File: src/rtl/axil_csr_pkg.sv
// Shared address offsets, response/decode enums and helpers for axil_csr_responder.
package axil_csr_pkg;

  localparam logic [9:0] ps2pl_data_off  = 10'h100;
  localparam logic [9:0] ps2pl_free_off  = 10'h104;
  localparam logic [9:0] pl2ps_data_off  = 10'h108;
  localparam logic [9:0] pl2ps_count_off = 10'h10C;

  typedef enum logic [1:0] {
    OKAY   = 2'b00,
    SLVERR = 2'b10
  } resp_e;

  typedef enum logic [2:0] {
    CSR        = 3'd0,
    PS2PL_DATA = 3'd1,
    PS2PL_FREE = 3'd2,
    PL2PS_DATA = 3'd3,
    PL2PS_CNT  = 3'd4,
    DECERR     = 3'd5
  } csr_decode_e;

  // word_i is the word index (address bits [9:2]).
  function automatic csr_decode_e csr_decode(input logic [7:0] word_i, input int num_regs_i);
    csr_decode_e dec;
    case (word_i)
      ps2pl_data_off[9:2]:  dec = PS2PL_DATA;
      ps2pl_free_off[9:2]:  dec = PS2PL_FREE;
      pl2ps_data_off[9:2]:  dec = PL2PS_DATA;
      pl2ps_count_off[9:2]: dec = PL2PS_CNT;
      default:              dec = DECERR;
    endcase
    if (int'(word_i) < num_regs_i) dec = CSR;
    return dec;
  endfunction

  function automatic logic [31:0] strb_merge(input logic [31:0] old_i, input logic [31:0] new_i,
                                             input logic [3:0] strb_i);
    logic [31:0] res;
    for (int b = 0; b < 4; b++) begin
      res[8*b +: 8] = strb_i[b] ? new_i[8*b +: 8] : old_i[8*b +: 8];
    end
    return res;
  endfunction

endpackage

File: src/rtl/bsg_fifo_1r1w_small.sv
// Small synchronous FIFO: push when ready_o, pop via yumi_i; full blocks a push even if a pop coincides.
module bsg_fifo_1r1w_small
  import axil_csr_pkg::*;
#(
  parameter int width_p = 32,
  parameter int els_p   = 16
) (
  input  logic                    clk_i,
  input  logic                    reset_i,
  input  logic                    v_i,
  output logic                    ready_o,
  input  logic [width_p-1:0]      data_i,
  output logic                    v_o,
  output logic [width_p-1:0]      data_o,
  input  logic                    yumi_i,
  output logic [$clog2(els_p):0]  count_o
);

  localparam int ptr_w_lp = $clog2(els_p);
  localparam int cnt_w_lp = ptr_w_lp + 1;

  logic [width_p-1:0]  mem_q [els_p];
  logic [ptr_w_lp-1:0] wptr_q, wptr_d, rptr_q, rptr_d;
  logic [cnt_w_lp-1:0] count_q, count_d;
  logic                push_s, pop_s;

  assign ready_o = (count_q != cnt_w_lp'(els_p));
  assign v_o     = (count_q != '0);
  assign data_o  = mem_q[rptr_q];
  assign count_o = count_q;
  assign push_s  = v_i & ready_o;
  assign pop_s   = yumi_i & v_o;

  always_comb begin
    wptr_d  = push_s ? wptr_q + ptr_w_lp'(1) : wptr_q;
    rptr_d  = pop_s  ? rptr_q + ptr_w_lp'(1) : rptr_q;
    count_d = count_q + cnt_w_lp'(push_s) - cnt_w_lp'(pop_s);
  end

  always_ff @(posedge clk_i) begin
    if (reset_i) begin
      wptr_q  <= '0;
      rptr_q  <= '0;
      count_q <= '0;
    end else begin
      wptr_q  <= wptr_d;
      rptr_q  <= rptr_d;
      count_q <= count_d;
    end
  end

  always_ff @(posedge clk_i) begin
    if (push_s) mem_q[wptr_q] <= data_i;
  end

endmodule

File: src/rtl/axil_csr_responder.sv
// AXI4-Lite responder with a CSR bank and PS<->PL word FIFOs.
// AXIL_CSR_RESP_CHECK_EN: when defined, error cases answer SLVERR; otherwise every response is OKAY.
module axil_csr_responder
  import axil_csr_pkg::*;
#(
  parameter int addr_width_p = 10,
  parameter int data_width_p = 32,
  parameter int num_regs_p   = 8,
  parameter int fifo_els_p   = 16
) (
  input  logic                             clk_i,
  input  logic                             reset_i,
  input  logic [addr_width_p-1:0]          s_axil_awaddr_i,
  input  logic [2:0]                       s_axil_awprot_i,
  input  logic                             s_axil_awvalid_i,
  output logic                             s_axil_awready_o,
  input  logic [data_width_p-1:0]          s_axil_wdata_i,
  input  logic [3:0]                       s_axil_wstrb_i,
  input  logic                             s_axil_wvalid_i,
  output logic                             s_axil_wready_o,
  output logic [1:0]                       s_axil_bresp_o,
  output logic                             s_axil_bvalid_o,
  input  logic                             s_axil_bready_i,
  input  logic [addr_width_p-1:0]          s_axil_araddr_i,
  input  logic [2:0]                       s_axil_arprot_i,
  input  logic                             s_axil_arvalid_i,
  output logic                             s_axil_arready_o,
  output logic [data_width_p-1:0]          s_axil_rdata_o,
  output logic [1:0]                       s_axil_rresp_o,
  output logic                             s_axil_rvalid_o,
  input  logic                             s_axil_rready_i,
  output logic [num_regs_p*data_width_p-1:0] csr_data_o,
  output logic [data_width_p-1:0]          ps2pl_data_o,
  output logic                             ps2pl_v_o,
  input  logic                             ps2pl_yumi_i,
  input  logic [data_width_p-1:0]          pl2ps_data_i,
  input  logic                             pl2ps_v_i,
  output logic                             pl2ps_ready_o
);

  localparam int cnt_w_lp = $clog2(fifo_els_p) + 1;
`ifdef AXIL_CSR_RESP_CHECK_EN
  localparam resp_e err_resp_lp = SLVERR;
`else
  localparam resp_e err_resp_lp = OKAY;
`endif

  logic                    aw_held_q, aw_held_d, w_held_q, w_held_d;
  logic [7:0]              aw_word_q, aw_word_d;
  logic [31:0]             w_data_q, w_data_d;
  logic [3:0]              w_strb_q, w_strb_d;
  logic                    bvalid_q, bvalid_d, rvalid_q, rvalid_d;
  resp_e                   bresp_q, bresp_d, rresp_q, rresp_d;
  logic [31:0]             rdata_q, rdata_d;
  logic [num_regs_p-1:0][31:0] csr_q, csr_d;

  logic                    aw_hs_s, w_hs_s, ar_hs_s, commit_s;
  csr_decode_e             wdec_s, rdec_s;
  logic                    ps2pl_push_s, ps2pl_ready_s, pl2ps_pop_s, pl2ps_v_s;
  logic [31:0]             pl2ps_head_s;
  logic [cnt_w_lp-1:0]     ps2pl_count_s, pl2ps_count_s;
  logic                    unused_s;

  assign unused_s = ^{s_axil_awprot_i, s_axil_arprot_i, s_axil_awaddr_i, s_axil_araddr_i};

  assign s_axil_awready_o = ~aw_held_q & ~bvalid_q;
  assign s_axil_wready_o  = ~w_held_q & ~bvalid_q;
  assign s_axil_arready_o = ~rvalid_q;
  assign s_axil_bvalid_o  = bvalid_q;
  assign s_axil_bresp_o   = bresp_q;
  assign s_axil_rvalid_o  = rvalid_q;
  assign s_axil_rresp_o   = rresp_q;
  assign s_axil_rdata_o   = rdata_q;
  assign csr_data_o       = csr_q;

  assign aw_hs_s  = s_axil_awvalid_i & s_axil_awready_o;
  assign w_hs_s   = s_axil_wvalid_i & s_axil_wready_o;
  assign ar_hs_s  = s_axil_arvalid_i & s_axil_arready_o;
  assign commit_s = aw_held_q & w_held_q;
  assign wdec_s   = csr_decode(aw_word_q, num_regs_p);
  assign rdec_s   = csr_decode(s_axil_araddr_i[9:2], num_regs_p);

  // Write channel: capture AW/W independently, commit once both are held.
  always_comb begin
    aw_held_d    = aw_hs_s ? 1'b1 : aw_held_q;
    aw_word_d    = aw_hs_s ? s_axil_awaddr_i[9:2] : aw_word_q;
    w_held_d     = w_hs_s ? 1'b1 : w_held_q;
    w_data_d     = w_hs_s ? s_axil_wdata_i : w_data_q;
    w_strb_d     = w_hs_s ? s_axil_wstrb_i : w_strb_q;
    bvalid_d     = bvalid_q;
    bresp_d      = bresp_q;
    csr_d        = csr_q;
    ps2pl_push_s = 1'b0;
    if (commit_s) begin
      aw_held_d = 1'b0;
      w_held_d  = 1'b0;
      bvalid_d  = 1'b1;
      bresp_d   = OKAY;
      case (wdec_s)
        CSR: begin
          for (int k = 0; k < num_regs_p; k++) begin
            if (aw_word_q == 8'(k)) csr_d[k] = strb_merge(csr_q[k], w_data_q, w_strb_q);
            else                    csr_d[k] = csr_q[k];
          end
        end
        PS2PL_DATA: begin
          if (ps2pl_ready_s) ps2pl_push_s = 1'b1;
          else               bresp_d = err_resp_lp;
        end
        default: bresp_d = err_resp_lp;
      endcase
    end else if (bvalid_q && s_axil_bready_i) begin
      bvalid_d = 1'b0;
    end else begin
      bvalid_d = bvalid_q;
    end
  end

  // Read channel: registered response on the AR handshake; PL->PS pop happens on that same edge.
  always_comb begin
    rvalid_d    = rvalid_q;
    rresp_d     = rresp_q;
    rdata_d     = rdata_q;
    pl2ps_pop_s = 1'b0;
    if (ar_hs_s) begin
      rvalid_d = 1'b1;
      rresp_d  = OKAY;
      rdata_d  = '0;
      case (rdec_s)
        CSR: begin
          for (int k = 0; k < num_regs_p; k++) begin
            rdata_d = rdata_d | ((s_axil_araddr_i[9:2] == 8'(k)) ? csr_q[k] : 32'h0);
          end
        end
        PS2PL_DATA: rdata_d = '0;
        PS2PL_FREE: rdata_d = 32'(cnt_w_lp'(fifo_els_p) - ps2pl_count_s);
        PL2PS_DATA: begin
          if (pl2ps_v_s) begin
            rdata_d     = pl2ps_head_s;
            pl2ps_pop_s = 1'b1;
          end else begin
            rresp_d = err_resp_lp;
          end
        end
        PL2PS_CNT: rdata_d = 32'(pl2ps_count_s);
        default:   rresp_d = err_resp_lp;
      endcase
    end else if (rvalid_q && s_axil_rready_i) begin
      rvalid_d = 1'b0;
    end else begin
      rvalid_d = rvalid_q;
    end
  end

  always_ff @(posedge clk_i) begin
    if (reset_i) begin
      aw_held_q <= 1'b0;
      aw_word_q <= '0;
      w_held_q  <= 1'b0;
      w_data_q  <= '0;
      w_strb_q  <= '0;
      bvalid_q  <= 1'b0;
      bresp_q   <= OKAY;
      rvalid_q  <= 1'b0;
      rresp_q   <= OKAY;
      rdata_q   <= '0;
      csr_q     <= '0;
    end else begin
      aw_held_q <= aw_held_d;
      aw_word_q <= aw_word_d;
      w_held_q  <= w_held_d;
      w_data_q  <= w_data_d;
      w_strb_q  <= w_strb_d;
      bvalid_q  <= bvalid_d;
      bresp_q   <= bresp_d;
      rvalid_q  <= rvalid_d;
      rresp_q   <= rresp_d;
      rdata_q   <= rdata_d;
      csr_q     <= csr_d;
    end
  end

  bsg_fifo_1r1w_small #(.width_p(data_width_p), .els_p(fifo_els_p)) ps2pl_fifo (
    .clk_i   (clk_i),
    .reset_i (reset_i),
    .v_i     (ps2pl_push_s),
    .ready_o (ps2pl_ready_s),
    .data_i  (w_data_q),
    .v_o     (ps2pl_v_o),
    .data_o  (ps2pl_data_o),
    .yumi_i  (ps2pl_yumi_i),
    .count_o (ps2pl_count_s)
  );

  bsg_fifo_1r1w_small #(.width_p(data_width_p), .els_p(fifo_els_p)) pl2ps_fifo (
    .clk_i   (clk_i),
    .reset_i (reset_i),
    .v_i     (pl2ps_v_i),
    .ready_o (pl2ps_ready_o),
    .data_i  (pl2ps_data_i),
    .v_o     (pl2ps_v_s),
    .data_o  (pl2ps_head_s),
    .yumi_i  (pl2ps_pop_s),
    .count_o (pl2ps_count_s)
  );

endmodule

File: config.mk
export PLATFORM = sky130hd
export DESIGN_NAME = axil_csr_responder
export DESIGN_NICKNAME = d
export VERILOG_FILES = /design/src/rtl/axil_csr_pkg.sv /design/src/rtl/bsg_fifo_1r1w_small.sv /design/src/rtl/axil_csr_responder.sv
export SDC_FILE = /design/constraint.sdc
export NUM_CORES = 2
export LEC_CHECK = 0
export CAP_MARGIN = 10
export CORE_ASPECT_RATIO = 2
export CORE_MARGIN = 8
export CORE_UTILIZATION = 30
export CTS_CLUSTER_DIAMETER = 150
export DETAILED_ROUTE_END_ITERATION = 16
export PLACE_DENSITY_LB_ADDON = 0.1
export SLEW_MARGIN = 20
export SYNTH_ARGS = -nofsm -noshare
export SYNTH_HDL_FRONTEND = slang
export SYNTH_SLANG_ARGS = --single-unit
export TNS_END_PERCENT = 10
File: constraint.sdc
create_clock -name clk_i -period 8.9 [get_ports clk_i]
set_input_delay 1.335 -clock clk_i [delete_from_list [all_inputs] [get_ports clk_i]]
set_output_delay 1.335 -clock clk_i [all_outputs]
set_load 0.02 [all_outputs]
### Word level (Yosys, flattened, before mapping)

Memories as Yosys holds them, arrays and structs flattened. A register that Yosys moved wholly into a read port is not among the register bits.
Index checks and enable logic that the tools add are counted.

* memories: 2
* bits in writable memories: 1024
* bits of input ports: 103
* output and inout port bits: 331
* word-level logic and storage cells: 183
* bits in registers: 362

* bitwise operators: 21
* order comparisons: 2
* reduce and logical (&&, ||, !) cells: 43
* add/subtract/negate cells: 9
* equality and inequality tests: 28
* muxes and demuxes: 32

Memories
* pl2ps_fifo.mem_q: words 16, width 32, read ports 1, clocked after Yosys merged registers in 1, write ports 1, line bsg_fifo_1r1w_small.sv:22 `logic [width_p-1:0] mem_q [els_p];`
* ps2pl_fifo.mem_q: words 16, width 32, read ports 1, clocked after Yosys merged registers in 1, write ports 1, line bsg_fifo_1r1w_small.sv:22

Operators with widths (number)
* $mux W32: 9
* $or A32 B32 Y32: 7
* $pmux W32 S4: 1
* $reduce_and A4 Y1: 32
* $eq A8 B3 Y1 const B: 8
* $eq A8 B7 Y1 const B: 8
* $eq A8 B2 Y1 const B: 4
* $pmux W3 S4: 2
* $add A4 B1 Y4 const B: 4
* $eq A8 B1 Y1 const B: 2
* $logic_not A8 Y1: 2
* $lt A8 B4 Y1 const B: 2
* $mux W4: 4
* $mux W1: 14
* $add A5 B1 Y5: 2
* $and A1 B1 Y1: 10
* $ne A5 B5 Y1 const B: 2
* $reduce_bool A5 Y1: 2
* $sub A5 B1 Y5: 2
* $eq A3 B2 Y1 const B: 2
* $logic_not A3 Y1: 2
* $mux W3: 2
* $sub A5 B5 Y6 const A: 1
* $not A1 Y1: 4
* other kinds (5): 7

### Logic depth before layout (Yosys ltp)

* depth in word-level cells: 10
* mapped depth: 14
* gate-level depth less buffers: 14

### Modules after synthesis

A second synthesis with hierarchy kept.

* cell total of the unflattened synthesis: 3532
* area, all modules: 54823.8 µm²

By module, submodules not included
* bsg_fifo_1r1w_small: area an instance 20019.2 µm², instances 2, seq. area each 15715.1 µm², cells an instance 893
* axil_csr_responder: area an instance 14785.4 µm², instances 1, seq. area each 6726.5 µm², cells an instance 1746

### Least setup slack after synthesis

OpenSTA, ideal clock, no wires.

* kind: input-to-reg
* start: input port pl2ps_v_i
* end: memory pl2ps_fifo.mem_q[3][0], enable pin
* data arrival time: 4.096 ns
* required time: 8.439 ns
* setup time: 0.461 ns
* stages on the path: 4
* path slack: 4.343 ns
* path buffers: 1
* path through: and2_1 > clkbuf_1 > nand2_1 > nor3_1

* word-level cells in the longest chain between the ends: 3

Ends and longest elaborated chain
* from (decl): line axil_csr_responder.sv:37 `input logic pl2ps_v_i,`
* $and A1 B1 Y1: line bsg_fifo_1r1w_small.sv:31 `assign push_s = v_i & ready_o;`
* named net pl2ps_fifo.push_s: line bsg_fifo_1r1w_small.sv:25 `logic push_s, pop_s;`
* $mux W1: line bsg_fifo_1r1w_small.sv:53 `if (push_s) mem_q[wptr_q] <= data_i;`
* $mux W1 (implied by the code): line bsg_fifo_1r1w_small.sv:53
* to (decl): line bsg_fifo_1r1w_small.sv:22

The timed path passes the listed nets, and every way through them passes these cells.

==> results.md <==
- Sequential share of power: 0.482
- First-pass iteration count of the detailed router: 8
- Worst slew pin tran: 1.13 ns
- Comb power frac: 0.112
- Worst setup EP type: output pin
- IO Pins: 434
- Commonest non-fill, non-tap cells in the layout: edfxtp_1 (1024), clkdlybuf4s50_1 (416), nand2_1 (357)
- Final-report setup violation count: 0
- Clock latency on the worst-skew pair: 0.78 ns
- Fin cells: 6291
- H-tree levels: 4
- Worst hold-check path type: reg2reg
- Clock Power Share: 0.405
- Chip height: 623 um
- Post-Place Setup Slack: 3.65 ns
- Vias/cell: 5.18
- Unrepaired setup endpoints after global routing: no
- Cell area after synthesis: 55300 sq um
- Max stage delay cell, worst path: dfxtp_4
- DRT antenna net count: 0
- First DRT Iteration DRCs: 2689
- Vias in the first global route: 33481
- Die W: 320 um
- Total Routing Usage GR: 0.182
- FFs w/ async S/R, synth: 0
- Most common cell after layout, fill and taps aside: edfxtp_1
- Clock Tree Buf Depth: 4
- Post-route setup slack: 3.07 ns
- Final min period: 5.83 ns
- DR WL/cell: 29.6 um
- First-pass GRT wire length: 263 mm
- CP Buf/Inv Count: 2
- Worst EP arrival: 4.50 ns
- Switching share of power: 0.239
- Fin crit share: 0.655
- Synth top area cells: edfxtp_1 (56%), mux4_2 (14%), dfxtp_1 (13%)
- CP Max Fanout: 46
- Layout cells sized above 1: 0.184
- Global placement routability congestion: 0.835
- Total CTS buffers: 146
- Worst clock skew: 0.0324 ns
- Sw Pwr: 3.58 mW
- Top cell type's share of synthesized area: 0.556
- Yosys reg bits: 1394
- Post-cts repair resize count: 0
- Pwr/cell area: 225 nW/um^2
- Synth unique cells: 58
- Core area: 184000 sq um
- Initial core utilization: 0.301
- Final net count: 3947
- Post-synthesis sequential area ratio: 0.690
- DRC: 0
- Pin count of the biggest net entering global routing: 129
- Final Hold Fails: 0
- Worst IR Drop VDD: 146 uV
- Number of cell rows: 223
- Port-buffer cells: 419
- Cells after synthesis: 3415
- Post-CTS Hold Fix Bufs: 0
- Worst reg-to-reg setup slack: 5.13 ns
- Vias: 32557
- Clock slew at reported path FFs: 0.06 ns
- Fin. max-slew vios: 0
- Post-CTS Setup Bufs: 0
- Rel. slew slack: 0.247
- Clock sinks: 1394
- Critical path's most frequent cell: mux4_2
- Crit path launch type: register
- Status: finished, final reports clean
- Die area: 199000 sq um
- Setup CP Type: reg2out
- Global route overflow: 0
- TritonCTS clock tree: built
- DP Cell Count: 6030
- Initial antenna violation count: 11
- HPWL Detailed: 116 mm
- Yosys top cell by area: edfxtp_1
- Main synth FF type: edfxtp_1
- Worst path required time: 7.57 ns
- Total negative setup slack: 0 ns
- CP peak stage delay: 0.96 ns
- CTS root buf: clkbuf_16
- Synth Area per Inst: 16.2 sq um
- MaxCap Viol Count: 0
- P_int: 11.4 mW
- Cell family with most CP delay: buffers and inverters
- Number of synthesized flops with an enable pin: 1024
- Static leakage: 20.4 nW
- Fmax achieved: 0.172 GHz
- Area Overhead vs Synth: 20.8%
- Crit-path cells: buf_4 > mux4_2 > mux4_2 > clkdlybuf4s50_1
- Syn. warnings: 0
- Routed WL: 186 mm
## cell usage after synthesis, drive strengths merged (2+ instances only)
cell type and count:
inv 22, mux2 4, a21oi 255, nand4b 2, a221oi 2, nor2 163
or2 2, o21ai 32, fa 2, nor2b 9, nand2 358, clkbuf 145
nand4 5, xnor2 10, ha 26, nor4 5, nor3 14, and2 4
o31ai 2, and3 5, mux2i 133, o211ai 59, dfxtp 370, buf 108
nand2b 14, or3 4, nand3 259, edfxtp 1024, or4 2, xor2 9
mux4 350
## sequential cells by signal, summed over array words and instances (netlist names), 5 cells and up, named ones only
name                count
aw_word_q               8
csr_data_o            256
pl2ps_fifo.count_o      5
pl2ps_fifo.mem_q      512
ps2pl_fifo.count_o      5
ps2pl_fifo.mem_q      512
s_axil_rdata_o         32
w_data_q               32
## logic make-up after synthesis
group                      synth area share
xor gates and xnor gates            0.00301
muxes                                 0.168
and+or+nand+nor                      0.0712
AOI/OAI and AO/OA                    0.0356
buffers and inverters                0.0256
adders and majority gates           0.00661
DFF                                   0.690
other                             0.0000679
## final cells by class
class | count | area, sq um
diodes | 6 | 15.0
clock buffers | 201 | 4110
clock inverters | 54 | 547
fillers | 17287 | 117000
inverters | 22 | 82.6
multi-input cells | 1748 | 16000
flip-flops and latches | 1394 | 38200
well taps | 2362 | 2960
repair buffers | 504 | 4860
## power groups by stage
| stage | logic [mW] | registers [mW] | clock network (mW) |
|---|---|---|---|
| floorplan | 1.18 | 7.28 | 0 |
| global placement | 1.72 | 7.38 | 0 |
| detailed placement | 1.72 | 7.39 | 0 |
| CTS | 1.73 | 7.24 | 6.26 |
| global route | 1.82 | 7.26 | 6.48 |
| finish | 1.68 | 7.24 | 6.08 |
## per-layer routing
layer | wire [um] | part of all wire | GRT usage | up-vias
met5 | 40 | 0.00022 | 0 | -
li1 | - | - | - | 13976
met2 | 85900 | 0.46 | 0.290 | 1102
met1 | 82800 | 0.45 | 0.252 | 17261
met4 | 3700 | 0.020 | 0.0383 | 6
met3 | 13500 | 0.072 | 0.0458 | 212
## through the flow
step,utilization,power [mW],hold slack [ns],instance area [sq um]
after floorplan,-,8.45,0.444,55300
after global placement,0.338,9.10,0.441,62100
after detailed placement,0.338,9.11,0.432,62100
after CTS,0.363,15.2,0.452,66700
after global routing,0.363,15.6,0.472,66700
final,0.363,15.0,0.454,66800
## tightest hold or removal path: stages (launching register included)
cell	delay [ns]
dfxtp_1	0.31
nand2_1	0.05
a21oi_1	0.05
## path summary, 6_finish.rpt
kind,from,endpoint,cells after the start
max,register,ps2pl_data_o[30],4
min,w_data_q[27],w_data_q[27],2
max reg2reg,ps2pl_fifo.count_o[0],ps2pl_fifo.mem_q[14][18],9
min reg2reg,w_data_q[27],w_data_q[27],2
Note: power is estimated with default switching activity, not from simulation.
